**src/rtl/hex_disp_pkg.sv**
```systemverilog
// Shared types and helpers for the two-digit display scheduler.
package hex_disp_pkg;

  typedef enum logic [1:0] {
    IDLE  = 2'd0,
    MSG   = 2'd1,
    BLANK = 2'd2
  } state_e;

  localparam logic [7:0] DISP_MAX = 8'd99;

  typedef struct packed {
    logic [7:0] value;
    logic       err;
  } msg_t;

  function automatic int unsigned cycles_per_ms(input int unsigned clk_hz);
    return clk_hz / 1000;
  endfunction

  function automatic logic [7:0] clamp99(input logic [7:0] v);
    return (v > DISP_MAX) ? DISP_MAX : v;
  endfunction

endpackage

```
**src/rtl/hex_disp_sched_ms_tick_gen.sv**
```systemverilog
// Millisecond prescaler: counts 0..CLK_HZ/1000-1, pulses tick_o at the top,
// and restarts from 0 whenever clr_i is high.
module ms_tick_gen
  import hex_disp_pkg::*;
#(
  parameter int unsigned CLK_HZ = 50_000_000
) (
  input  logic clk,
  input  logic rst,
  input  logic clr_i,
  output logic tick_o
);

  localparam int unsigned CPM = cycles_per_ms(CLK_HZ);
  localparam int unsigned PW  = $clog2(CPM);

  logic [PW-1:0] cnt_q, cnt_d;

  assign tick_o = (cnt_q == PW'(CPM - 1));

  always_comb begin
    cnt_d = cnt_q + PW'(1);
    if (clr_i || tick_o) begin
      cnt_d = '0;
    end
  end

  always_ff @(posedge clk) begin
    if (rst) begin
      cnt_q <= '0;
    end else begin
      cnt_q <= cnt_d;
    end
  end

endmodule

```
**src/rtl/hex_disp_sched.sv**
```systemverilog
// Display scheduler: arbitrates live value vs timed messages with a depth-1
// pending slot. Define HEX_BLINK_EN to blink error messages.
module hex_disp_sched
  import hex_disp_pkg::*;
#(
  parameter int unsigned CLK_HZ   = 50_000_000,
  parameter int unsigned HOLD_MS  = 1000,
  parameter int unsigned BLANK_MS = 100,
  parameter int unsigned BLINK_MS = 250
) (
  input  logic       clk,
  input  logic       rst,
  input  logic [7:0] live_value,
  input  logic       live_valid,
  input  logic       msg_req,
  input  logic [7:0] msg_value,
  input  logic       msg_err,
  output logic       msg_busy,
  output logic       msg_drop,
  output logic [7:0] disp_value,
  output logic       disp_error,
  output logic       disp_none
);

  localparam int unsigned MS_MAX = (HOLD_MS > BLANK_MS) ? HOLD_MS : BLANK_MS;
  localparam int unsigned MSW    = $clog2(MS_MAX + 1);

  state_e         state_q, state_d;
  msg_t           cur_q, cur_d;
  msg_t           pend_q, pend_d;
  msg_t           req_msg;
  logic           pend_vld_q, pend_vld_d;
  logic [MSW-1:0] ms_q, ms_d;
  logic           restart, clr, tick;
  logic           hold_done, blank_done;
  logic           phase;

  logic [7:0]     disp_value_q, disp_value_d;
  logic           disp_error_q, disp_error_d;
  logic           disp_none_q, disp_none_d;
  logic           busy_q, busy_d;
  logic           drop_q, drop_d;

  ms_tick_gen #(.CLK_HZ(CLK_HZ)) u_tick (
    .clk   (clk),
    .rst   (rst),
    .clr_i (clr),
    .tick_o(tick)
  );

  assign req_msg.value = clamp99(msg_value);
  assign req_msg.err   = msg_err;
  assign hold_done     = tick && (ms_q == MSW'(HOLD_MS - 1));
  assign blank_done    = tick && (ms_q == MSW'(BLANK_MS - 1));

  always_comb begin
    state_d    = state_q;
    cur_d      = cur_q;
    pend_d     = pend_q;
    pend_vld_d = pend_vld_q;
    restart    = 1'b0;
    drop_d     = 1'b0;
    unique case (state_q)
      IDLE: begin
        if (msg_req) begin
          state_d = MSG;
          cur_d   = req_msg;
        end else if (pend_vld_q) begin
          state_d    = MSG;
          cur_d      = pend_q;
          pend_vld_d = 1'b0;
        end
      end
      MSG: begin
        if (msg_req && msg_err && !cur_q.err) begin
          cur_d   = req_msg;
          restart = 1'b1;
        end else begin
          if (msg_req) begin
            pend_d     = req_msg;
            pend_vld_d = 1'b1;
            drop_d     = pend_vld_q;
          end
          if (hold_done) begin
            state_d = pend_vld_d ? BLANK : IDLE;
          end
        end
      end
      BLANK: begin
        // A request landing on the last blank cycle overwrites the slot first,
        // so it is the one promoted into MSG.
        if (msg_req) begin
          pend_d     = req_msg;
          pend_vld_d = 1'b1;
          drop_d     = pend_vld_q;
        end
        if (blank_done) begin
          state_d    = MSG;
          cur_d      = pend_d;
          pend_vld_d = 1'b0;
        end
      end
      default: state_d = IDLE;
    endcase
  end

  assign clr = restart || (state_d != state_q);

  always_comb begin
    ms_d = ms_q;
    if (clr || (state_q == IDLE)) begin
      ms_d = '0;
    end else if (tick) begin
      ms_d = ms_q + MSW'(1);
    end
  end

`ifdef HEX_BLINK_EN
  localparam int unsigned BLW = $clog2(BLINK_MS + 1);

  logic [BLW-1:0] bl_q, bl_d;
  logic           blink_q, blink_d;

  always_comb begin
    bl_d    = bl_q;
    blink_d = blink_q;
    if (clr) begin
      bl_d    = '0;
      blink_d = 1'b0;
    end else if (tick) begin
      if (bl_q == BLW'(BLINK_MS - 1)) begin
        bl_d    = '0;
        blink_d = !blink_q;
      end else begin
        bl_d = bl_q + BLW'(1);
      end
    end
  end

  always_ff @(posedge clk) begin
    if (rst) begin
      bl_q    <= '0;
      blink_q <= 1'b0;
    end else begin
      bl_q    <= bl_d;
      blink_q <= blink_d;
    end
  end

  assign phase = blink_d;
`else
  assign phase = 1'b0;
`endif

  // Outputs are decoded from next-state so the display moves on the same edge.
  always_comb begin
    disp_value_d = '0;
    disp_error_d = 1'b0;
    disp_none_d  = 1'b1;
    unique case (state_d)
      IDLE: begin
        disp_value_d = clamp99(live_value);
        disp_none_d  = !live_valid;
      end
      MSG: begin
        disp_value_d = cur_d.err ? 8'd0 : cur_d.value;
        disp_error_d = cur_d.err;
        disp_none_d  = cur_d.err && phase;
      end
      default: begin
        disp_none_d = 1'b1;
      end
    endcase
    busy_d = (state_d != IDLE) || pend_vld_d;
  end

  always_ff @(posedge clk) begin
    if (rst) begin
      state_q      <= IDLE;
      cur_q        <= '0;
      pend_q       <= '0;
      pend_vld_q   <= 1'b0;
      ms_q         <= '0;
      disp_value_q <= '0;
      disp_error_q <= 1'b0;
      disp_none_q  <= 1'b1;
      busy_q       <= 1'b0;
      drop_q       <= 1'b0;
    end else begin
      state_q      <= state_d;
      cur_q        <= cur_d;
      pend_q       <= pend_d;
      pend_vld_q   <= pend_vld_d;
      ms_q         <= ms_d;
      disp_value_q <= disp_value_d;
      disp_error_q <= disp_error_d;
      disp_none_q  <= disp_none_d;
      busy_q       <= busy_d;
      drop_q       <= drop_d;
    end
  end

  assign disp_value = disp_value_q;
  assign disp_error = disp_error_q;
  assign disp_none  = disp_none_q;
  assign msg_busy   = busy_q;
  assign msg_drop   = drop_q;

endmodule

```
**config.mk**
```make
export PLATFORM = sky130hd
export DESIGN_NAME = hex_disp_sched
export DESIGN_NICKNAME = d
export VERILOG_FILES = /design/src/rtl/hex_disp_pkg.sv /design/src/rtl/hex_disp_sched_ms_tick_gen.sv /design/src/rtl/hex_disp_sched.sv
export SDC_FILE = /design/constraint.sdc
export NUM_CORES = 1
export LEC_CHECK = 0
export CELL_PAD_IN_SITES_DETAIL_PLACEMENT = 1
export CELL_PAD_IN_SITES_GLOBAL_PLACEMENT = 2
export CORE_MARGIN = 3
export CORE_UTILIZATION = 34
export CTS_CLUSTER_DIAMETER = 40
export CTS_CLUSTER_SIZE = 25
export DETAILED_ROUTE_END_ITERATION = 16
export PLACE_DENSITY = 0.91
export SLEW_MARGIN = 25
export SYNTH_ARGS = -nofsm -noshare
export SYNTH_HDL_FRONTEND = slang
export SYNTH_SLANG_ARGS = --single-unit
```
**constraint.sdc**
```tcl
create_clock -name clk -period 4.09 [get_ports clk]
set_clock_uncertainty 0.2 [all_clocks]
set_input_delay 0.409 -clock clk [delete_from_list [all_inputs] [get_ports clk]]
set_output_delay 0.409 -clock clk [all_outputs]
set_load 0.01 [all_outputs]
```
Yosys cells after proc, flatten, opt, wreduce, memory -nomap -nowiden --
Index checks and enable logic that the tools add are counted.
Storage, ports and cells: latch bits 0, bits of input ports 21, logic and storage cells 75, output and inout port bits 12, memories 0, register bits after elaboration 59, RAM bits 0, bits in read-only memories 0
Cells by class: shift-type cells 0, $add $sub $neg 2, reductions and logical operators 18, mux-type cells 31, multipliers 0, divide/modulo/power cells 0, order comparisons 2, bitwise operators 1, eq/ne operators 8
Operators by type and width (number):
- 9-bit 2-to-1 mux | 6
- 9-bit case mux with 3 select lines | 1
- 8-bit 2-to-1 mux | 3
- 9-bit case mux with 2 select lines | 1
- 16-bit by 1-bit adder with 16-bit output (second input constant) | 1
- 16-bit == test (second input constant) | 1
- 8-bit by 7-bit greater-than comparator with 1-bit output (second input constant) | 2
- 8-bit case mux with 2 select lines | 1
- 2-bit 2-to-1 mux | 6
- 10-bit by 1-bit adder with 10-bit output (second input constant) | 1
- 10-bit == test (second input constant) | 1
- 10-bit by 7-bit == test with 1-bit output (second input constant) | 1
- 1-bit 2-to-1 mux | 9
- 2-bit case mux with 3 select lines | 1
- 2-bit OR reduction | 3
- 2-bit by 1-bit == test with 1-bit output (second input constant) | 2
- 1-bit logical AND | 4
- 2-bit zero test | 2
- 1-bit logical OR | 4
- 1-bit case mux with 2 select lines | 2
- 2-bit nonzero test | 2
- 1-bit case mux with 3 select lines | 1
- 2-bit == test (second input constant) | 1
- 1-bit zero test | 2
- other kinds (4) | 4

Depth between registers and ports, before layout --
Gate-level depths: netlist of the first run.
depth in word-level cells 12, gate-level depth with buffers 10, gate-level depth less buffers 9

By module --
A second synthesis of the first run with hierarchy kept.
Second synthesis, totals: cells, all modules 364, area, all modules 3180.6 sq um
By module, submodules not included:
- hex_disp_sched | cells an instance 284, area each 2459.9 sq um, instances 1, seq. area each 860.8 sq um
- ms_tick_gen | cells an instance 80, area each 720.7 sq um, instances 1, seq. area each 320.3 sq um

Worst setup path before layout of the first run --
Ideal clock, no wire load.
path type register to register, from register u_tick.cnt_q[11], to register busy_q (netlist: msg_busy), setup time 127 ps, arrival 2620 ps, path slack 1143 ps, cell stages (with the launch flop) 10, buffers on the path 2, cells stage by stage dfxtp_1 -> or4b_1 -> buf_2 -> or4_1 -> clkbuf_2 -> o31ai_1 -> nand2b_1 -> and2_1 -> nor3_1 -> or3_1
Between the ends: word-level cells in the longest chain between the ends 7, elaborated cells on any way between the ends 11
RTL lines:
- start: declaration | RTL line hex_disp_sched_ms_tick_gen.sv:17 | logic [PW-1:0] cnt_q, cnt_d;
- start signal: assignment | RTL line hex_disp_sched_ms_tick_gen.sv:32 | cnt_q <= cnt_d;
- 16-bit == test (*) | RTL line hex_disp_sched_ms_tick_gen.sv:19 | assign tick_o = (cnt_q == PW'(CPM - 1));
- 1-bit logical AND | RTL line hex_disp_sched.sv:53 | assign hold_done = tick && (ms_q == MSW'(HOLD_MS - 1));
- 2-bit 2-to-1 mux | RTL line hex_disp_sched.sv:84 | if (hold_done) begin
- 2-bit 2-to-1 mux | RTL line hex_disp_sched.sv:75 | if (msg_req && msg_err && !cur_q.err) begin
- 2-bit case mux with 3 select lines | RTL line hex_disp_sched.sv:63 | unique case (state_q)
- 2-bit nonzero test | RTL line hex_disp_sched.sv:174 | busy_d = (state_d != IDLE) || pend_vld_d;
- 1-bit logical OR (*) | RTL line hex_disp_sched.sv:174
- end signal: assignment | RTL line hex_disp_sched.sv:198 | busy_q <= busy_d;
- end: declaration | RTL line hex_disp_sched.sv:41 | logic busy_q, busy_d;
Mark *: on every way between the ends. The rest lies on a longest branch, timed or not. A chain may end at the register's enable or synchronous reset.

Worst setup path after layout of the first run --
from register u_tick.cnt_q[11], to register ms_q[3]
Between the ends: word-level cells in the longest chain between the ends 9, elaborated cells on any way between the ends 11
RTL lines:
- 16-bit == test (*) | RTL line hex_disp_sched_ms_tick_gen.sv:19
- 1-bit logical AND | RTL line hex_disp_sched.sv:53
- 2-bit 2-to-1 mux | RTL line hex_disp_sched.sv:84
- 2-bit 2-to-1 mux | RTL line hex_disp_sched.sv:75
- 2-bit case mux with 3 select lines | RTL line hex_disp_sched.sv:63
- 2-bit inequality test | RTL line hex_disp_sched.sv:107 | assign clr = restart || (state_d != state_q);
- 1-bit logical OR | RTL line hex_disp_sched.sv:107
- 1-bit logical OR | RTL line hex_disp_sched.sv:111 | if (clr || (state_q == IDLE)) begin
- 2-bit OR reduction (no line)
- end signal: assignment | RTL line hex_disp_sched.sv:194 | ms_q <= ms_d;
- end: declaration | RTL line hex_disp_sched.sv:33 | logic [MSW-1:0] ms_q, ms_d;
Marked as above.

==> key figures, run 1 <==
Run
  – Max Cap Viol: 0

Timing
  – Achievable Freq: slightly above 300 MHz
  – Worst slew pin tran: roughly 720 ps
  – Rel. slew slack: 0.518
  – Setup TNS: 0 ps
  – Unrepaired setup endpoints after global routing: false
  – Final Max Slew Viols: 0
  – Final worst slack: around 800 ps
  – Hold Vio Cnt, Final: 0
  – Final setup vio count: 0
  – Final worst path period share: 0.804
  – Final min period: 3290 ps

Worst setup path
  – CP endpoint: ms_q[3]$_SDFFE_PP0N_
  – Crit-path max cell delay: ~700 ps
  – Worst-path cell chain: or4b_1, or4_1, o31ai_1, a31oi_1, o211ai_1, buf_4, or3_1, nor2_1
  – Kind of critical path: flip-flop to flip-flop
  – Type of origin of the critical path: flip-flop
  – WP data arrival: around 3300 ps
  – R2r endpoint: ms_q[3]$_SDFFE_PP0N_
  – Critical path buffer and inverter count: 1
  – Crit path max-delay family: simple AND/OR/NAND/NOR gates
  – Critical Path Stages: 8
  – R2r setup slk: around 800 ps
  – Worst EP required: slightly above 4000 ps
  – R2R depth: 8
  – Worst Setup SP: u_tick.cnt_q[11]$_SDFF_PP0_
  – Worst setup EP type: flip-flop
  – Slowest-stage cell, CP: or4_1
  – Reg2reg start: u_tick.cnt_q[11]$_SDFF_PP0_
  – Critical path peak fanout: 12

Synth
  – Count of different cell masters after synthesis: 57
  – Post-Synthesis Cells: 388
  – Top-count cell post-synth: nor2_1
  – Top post-synthesis cells by area: dfxtp_1 38%, nor2_1 7.8%, a21oi_1 3.7%
  – Synth top area share: 0.378
  – Yosys warns: 0
  – Synth top cells by count: 65 x nor2_1, 59 x dfxtp_1, 28 x nand2_1
  – Synth Cell Area: around 0.0031 mm^2
  – Prevailing post-synth register cell: dfxtp_1
  – Cell taking the most area after synthesis: dfxtp_1
  – Async set-reset flop share out of synthesis: 0
  – Post-Syn Nets: between 400 and 500
  – Sequential area share after synthesis: 0.378
  – Synth Area per Inst: a little over 8 um^2
  – Post-synth EDFFs: 0
  – Synth Register Bits: slightly below 60

Clock network
  – # Post-CTS Setup Buffers: 0
  – Clock Path Buffers: 2
  – Worst-path clk slew: 60 ps
  – Clk Latency, worst-skew pair: approximately 340 ps
  – TritonCTS Buffers: 9
  – CTS-repair resized insts: 0
  – H-Tree Depth: 3
  – CTS tree: done
  – Root Buffer: clkbuf_8
  – Clock sink count: 59
  – Cts-stage hold buffer count: 0

Global route
  – Overflow after GRT: 0
  – Vias in the first global route: 3018
  – First-pass GRT wire length: between 15 and 20 mm
  – Largest net degree at the start of global routing: 32
  – Total track usage: 0.188
  – Initial antenna violation count: 0

Worst hold path
  – Min-delay worst type: flip-flop to flip-flop

Place
  – RePlAce Congestion: approximately 0.81
  – HPWL after detailed placement: approximately 6.7 mm
  – I/O Buffers: 32
  – Dpl ws: about 800 ps

Drt
  – Iteration-0 DRC Markers: 119
  – Total Wirelength: around 9 mm
  – Drc violations: 0
  – ANT nets after route: 0
  – Vias: 3031
  – DR WL/cell: between 15 and 20 um
  – DR WL met3: 354 um
  – Routed met2 length: 4.49 mm
  – Top sig layer: met4
  – Vias per cell: 5.72
  – First drt pass iteration count: 5
  – M1 wire length: ~4.1 mm

Die
  – Row count: 34
  – Die area: 0.0104 mm^2
  – I/O pin total: 33
  – Die X-Extent: between 100 and 150 um
  – Initial Util: 0.355
  – Core Area: 0.00881 mm^2
  – Die Ht: just over 100 um

Status
  – Status: completed

Cells and area
  – Share of layout cells above drive strength 1: 0.0664
  – Finished Core Util: 0.426
  – Ant diodes: 0
  – Layout net count: roughly 450
  – Area added between synthesis and finish: 20.1%

Pwr
  – Worst VDD drop: about 160 uV
  – Leakage Power: about 1.3 nW
  – Pwr dens: 377 mW/mm^2
worst min path at each step:
stage,from,cells after the start,end,slack [ps]
6_report,u_tick.cnt_q[0]$_SDFF_PP0_,1,u_tick.cnt_q[0]$_SDFF_PP0_,280
5_1_grt,ms_q[1]$_SDFFE_PP0N_,2,ms_q[1]$_SDFFE_PP0N_,310
4_1_cts,ms_q[1]$_SDFFE_PP0N_,2,ms_q[1]$_SDFFE_PP0N_,280
3_5_place_dp,u_tick.cnt_q[0]$_SDFF_PP0_,1,u_tick.cnt_q[0]$_SDFF_PP0_,270
3_3_place_gp,u_tick.cnt_q[0]$_SDFF_PP0_,1,u_tick.cnt_q[0]$_SDFF_PP0_,250
2_1_floorplan,u_tick.cnt_q[0]$_SDFF_PP0_,1,u_tick.cnt_q[0]$_SDFF_PP0_,230
placed cells by master, fill, tap and decap left out, types with 4 or more instances in the layout:
cell              n
clkdlybuf4s50_1  32
or3_1             4
and2_1           12
o211ai_1          8
and3_1            8
ha_1              6
nand2b_1          7
nor2b_1           5
a21oi_1          23
a211oi_1          9
o21ai_0          15
nand4_1           7
buf_4             6
a32o_1            4
nand2_1          28
dfxtp_1          59
inv_1             4
nor2_1           65
xnor2_1          11
xor2_1           10
nor3_1           10
clkbuf_8         12
nand3_1          16
sequential cells by signal (all words and copies together) (netlist names), 2 cells and up:
| signal | count |
|---|---|
| u_tick.cnt_q | 16 |
| ms_q | 10 |
| cur_q | 9 |
| pend_q | 9 |
| disp_value | 8 |
| state_q | 2 |
cells by family after synthesis:
family                   count (synthesis)  synth area share
AND/OR/NAND/NOR                        178             0.279
AO/OA/AOI/OAI                           96             0.214
flip-flops                              59             0.378
buffers and inverters                   23            0.0288
XOR/XNOR                                21            0.0589
adder cells (fa/ha/maj)                  6            0.0240
multiplexers                             5            0.0172
per-layer routing:
metal	GRT usage	vias up
li1	-	1475
met2	0.317	50
met5	0	-
met3	0.0410	17
met4	0.0737	0
met1	0.234	1489
per-stage QoR:
stage          power, mW  area, um^2  hold WS [ps]  instances
2_1_floorplan      0.777        3120           230        388
3_3_place_gp       0.869        3550           251        516
3_5_place_dp       0.875        3550           270        516
4_1_cts             1.43        3750           282        530
5_1_grt             1.48        3750           310        530
6_report            1.41        3750           278        530
final cells by class:
cell class	instances	area [um^2]
clock buffers	12	165
clock inverters	2	35.0
fillers	1079	5050
inverters	5	18.8
multi-input cells	306	1850
flip-flops and latches	59	1180
well taps	108	135
repair buffers	38	365
worst register-to-register path, delay by kind of cell (launching register included):
kind,cells,cell delay (ps)
AO/OA/AOI/OAI,3,670
buffers and inverters,1,220
flip-flops,1,330
AND/OR/NAND/NOR,4,1740
where the power goes:
group,switching [mW],internal (mW),leakage [nW],total (mW)
Clock,0.226,0.323,0.104,0.550
Sequential,0.0222,0.604,0.480,0.627
Combinational,0.128,0.109,0.734,0.237
Total,0.377,1.04,1.32,1.41
Power figures use the tool's default switching activity.
==> run 2, diff against run 1 <==
Settings changed: CORE_UTILIZATION 34 to 30, PLACE_DENSITY 0.91 to 0.86.
Clock period 4.09 ns to 3 ns, I/O delays scaled along.
==> key figures, run 2 (same netlist as run 1, synthesis figures left out) <==
Pwr
  – Int Pwr: 1.48 mW (was 1.04 mW)
  – Part of the power in the clock network: 0.388 (was 0.389)
  – Worst VDD drop: 186 uV (was 161 uV)
  – Psw: 0.527 mW (was 0.377 mW)
  – Combinational power share: 0.188 (was 0.168)
  – Leakage Power: 1.49 nW (was 1.32 nW)
  – Sequential Power Share: 0.424 (was 0.443)
  – Pwr dens: 488 mW/mm^2 (was 377 mW/mm^2)
  – Switching share of power: 0.263 (was 0.267)

Worst setup path
  – Kind of critical path: flip-flop to flip-flop (unchanged)
  – Slowest-stage cell, CP: or4_4 (was or4_1)
  – Reg2reg start: u_tick.cnt_q[4]$_SDFF_PP0_ (was u_tick.cnt_q[11]$_SDFF_PP0_)
  – Type of origin of the critical path: flip-flop (unchanged)
  – Worst EP required: 3050 ps (was 4110 ps)
  – Critical path buffer and inverter count: 0 (was 1)
  – Crit path max-delay family: simple AND/OR/NAND/NOR gates (unchanged)
  – Worst Setup SP: u_tick.cnt_q[4]$_SDFF_PP0_ (was u_tick.cnt_q[11]$_SDFF_PP0_)
  – Worst-path cell chain: or4b_4, or4_4, or3_4, a311oi_2, nand4_1, nand2b_1, a21boi_0 (was or4b_1, or4_1, o31ai_1, a31oi_1, o211ai_1, buf_4, or3_1, nor2_1)
  – Critical path peak fanout: 6 (was 12)
  – Crit-path max cell delay: 540 ps (was 680 ps)
  – WP data arrival: 2950 ps (was 3310 ps)
  – Worst setup EP type: flip-flop (unchanged)

Drt
  – Total Wirelength: 9.98 mm (was 9.15 mm)
  – First drt pass iteration count: 4 (was 5)
  – Vias: 3138 (was 3031)
  – Vias per cell: 5.36 (was 5.72)
  – DR WL/cell: 17.1 um (was 17.3 um)
  – Drc violations: 0 (unchanged)
  – Iteration-0 DRC Markers: 79 (was 119)
  – ANT nets after route: 0 (unchanged)

Clock network
  – CTS tree: done (unchanged)
  – Worst-path clk slew: 60 ps (about the same)
  – Clock sink count: 59 (unchanged)
  – Clk Latency, worst-skew pair: 330 ps (was 340 ps)
  – TritonCTS Buffers: 9 (unchanged)
  – Clock Path Buffers: 2 (unchanged)
  – Root Buffer: clkbuf_8 (unchanged)
  – Cts-stage hold buffer count: 0 (unchanged)
  – H-Tree Depth: 3 (unchanged)

Cells and area
  – Layout net count: 475 (was 446)
  – Area added between synthesis and finish: 31.4% (was 20.1%)
  – Largest regs: u_tick.cnt_q (16), ms_q (10) (unchanged)
  – Finished Core Util: 0.412 (was 0.426)
  – Max reg flops: 16 (unchanged)
  – Leading cell type in the layout, fill and taps excluded: nor2_1 (unchanged)
  – Ant diodes: 0 (unchanged)
  – Fillers: 1198 (was 1079)
  – Largest register by flop count: u_tick.cnt_q (unchanged)
  – Share of layout cells above drive strength 1: 0.157 (was 0.0664)
  – Commonest non-fill, non-tap cells in the layout: 64 x nor2_1, 58 x dfxtp_1, 34 x buf_4, 32 x clkdlybuf4s50_1, 28 x nand2_1 (was 65 x nor2_1, 59 x dfxtp_1, 32 x clkdlybuf4s50_1, 28 x nand2_1, 23 x a21oi_1)
  – Post-route cell area: 0.00411 mm^2 (was 0.00375 mm^2)

Timing
  – Final setup vio count: 0 (unchanged)
  – Hold Vio Cnt, Final: 0 (unchanged)
  – Final worst path period share: 0.969 (was 0.804)
  – Unrepaired setup endpoints after global routing: true (was false)
  – Final Max Slew Viols: 0 (unchanged)
  – Worst slew pin tran: 668 ps (was 722 ps)
  – Final min period: 2910 ps (was 3290 ps)
  – Achievable Freq: 344 MHz (was 304 MHz)
  – Final worst slack: 93.7 ps (was 800 ps)
  – Rel. slew slack: 0.554 (was 0.518)

Place
  – HPWL after detailed placement: 7.25 mm (was 6.74 mm)
  – I/O Buffers: 32 (unchanged)
  – RePlAce Congestion: 0.810 (about the same)
  – Dpl ws: -86.2 ps (was 802 ps)
  – Dpl cell area: 0.00381 mm^2 (was 0.00355 mm^2)

Die
  – Row count: 36 (was 34)
  – Initial Util: 0.314 (was 0.355)
  – Die area: 0.0117 mm^2 (was 0.0104 mm^2)
  – Core Area: 0.00995 mm^2 (was 0.00881 mm^2)
  – I/O pin total: 33 (unchanged)
  – Die X-Extent: 108 um (was 102 um)
  – Die Ht: 108 um (was 102 um)

Global route
  – First-pass GRT wire length: 16.2 mm (was 15.3 mm)
  – Initial antenna violation count: 0 (unchanged)
  – Vias in the first global route: 3223 (was 3018)
  – Overflow after GRT: 0 (unchanged)
  – Total track usage: 0.174 (was 0.188)
  – Largest net degree at the start of global routing: 24 (was 32)

Worst hold path
  – Hold_sp: u_tick.cnt_q[0]$_SDFF_PP0_ (unchanged)
  – Min-delay worst type: flip-flop to flip-flop (unchanged)

Run
  – Max Cap Viol: 0 (unchanged)

Status
  – Status: completed (unchanged)
## run 2: path summary, 6_finish.rpt
check,end,cells past startpoint,slack (ps)
min reg2reg,u_tick.cnt_q[0]$_SDFF_PP0_,1,270
max reg2reg,disp_value[6]$_SDFF_PP0_,7,90
max,disp_value[6]$_SDFF_PP0_,7,90
min,u_tick.cnt_q[0]$_SDFF_PP0_,1,270
## run 2: power groups by stage
stage / clock, mW / combinational (mW) / sequential [mW]
after floorplan: 0 / 0.190 / 0.870
after global placement: 0 / 0.346 / 0.867
after detailed placement: 0 / 0.355 / 0.868
after CTS: 0.792 / 0.359 / 0.850
after global routing: 0.840 / 0.414 / 0.855
final: 0.777 / 0.377 / 0.850
## run 2: per-stage QoR
| step | total power [mW] | hold WS [ps] | setup TNS [ps] | cells |
|---|---|---|---|---|
| 3_3_place_gp | 1.21 | 249 | -147 | 569 |
| 3_5_place_dp | 1.22 | 266 | -498 | 569 |
| 2_1_floorplan | 1.06 | 177 | 0 | 388 |
| 5_1_grt | 2.11 | 296 | -98.0 | 585 |
| 4_1_cts | 2.00 | 280 | 0 | 584 |
| 6_report | 2.00 | 271 | 0 | 585 |
## run 2: metal layers
| layer | wire length [um] | global-route usage | vias to the layer above |
|---|---|---|---|
| met5 | 0 | 0 | - |
| met4 | 271 | 0.0721 | 0 |
| met3 | 239 | 0.0334 | 17 |
| met2 | 5000 | 0.305 | 45 |
| met1 | 4470 | 0.208 | 1540 |
| li1 | - | - | 1536 |
## run 2: worst reg2reg max path: cells and delay by family, from the launching register on
kind	cells	cell delay [ps]
AOI/OAI and AO/OA	2	430
DFF	1	320
and+or+nand+nor	5	1880
## run 2: area by class of cell
type	count	area, um^2	share of cell area
tap	133	166	0.0405
timing repair buffer	67	596	0.145
clock inverter	1	30.0	0.00731
sequential	59	1180	0.288
multi-input combinational	306	1930	0.470
clock buffer	14	183	0.0445
inverter	5	18.8	0.00457
## run 2: timing repair
item                       in CTS  in global routing
buffers inserted                0                  1
setup endpoints to repair       8                 15
resized for setup               2                 13
pin swaps                       1                  7
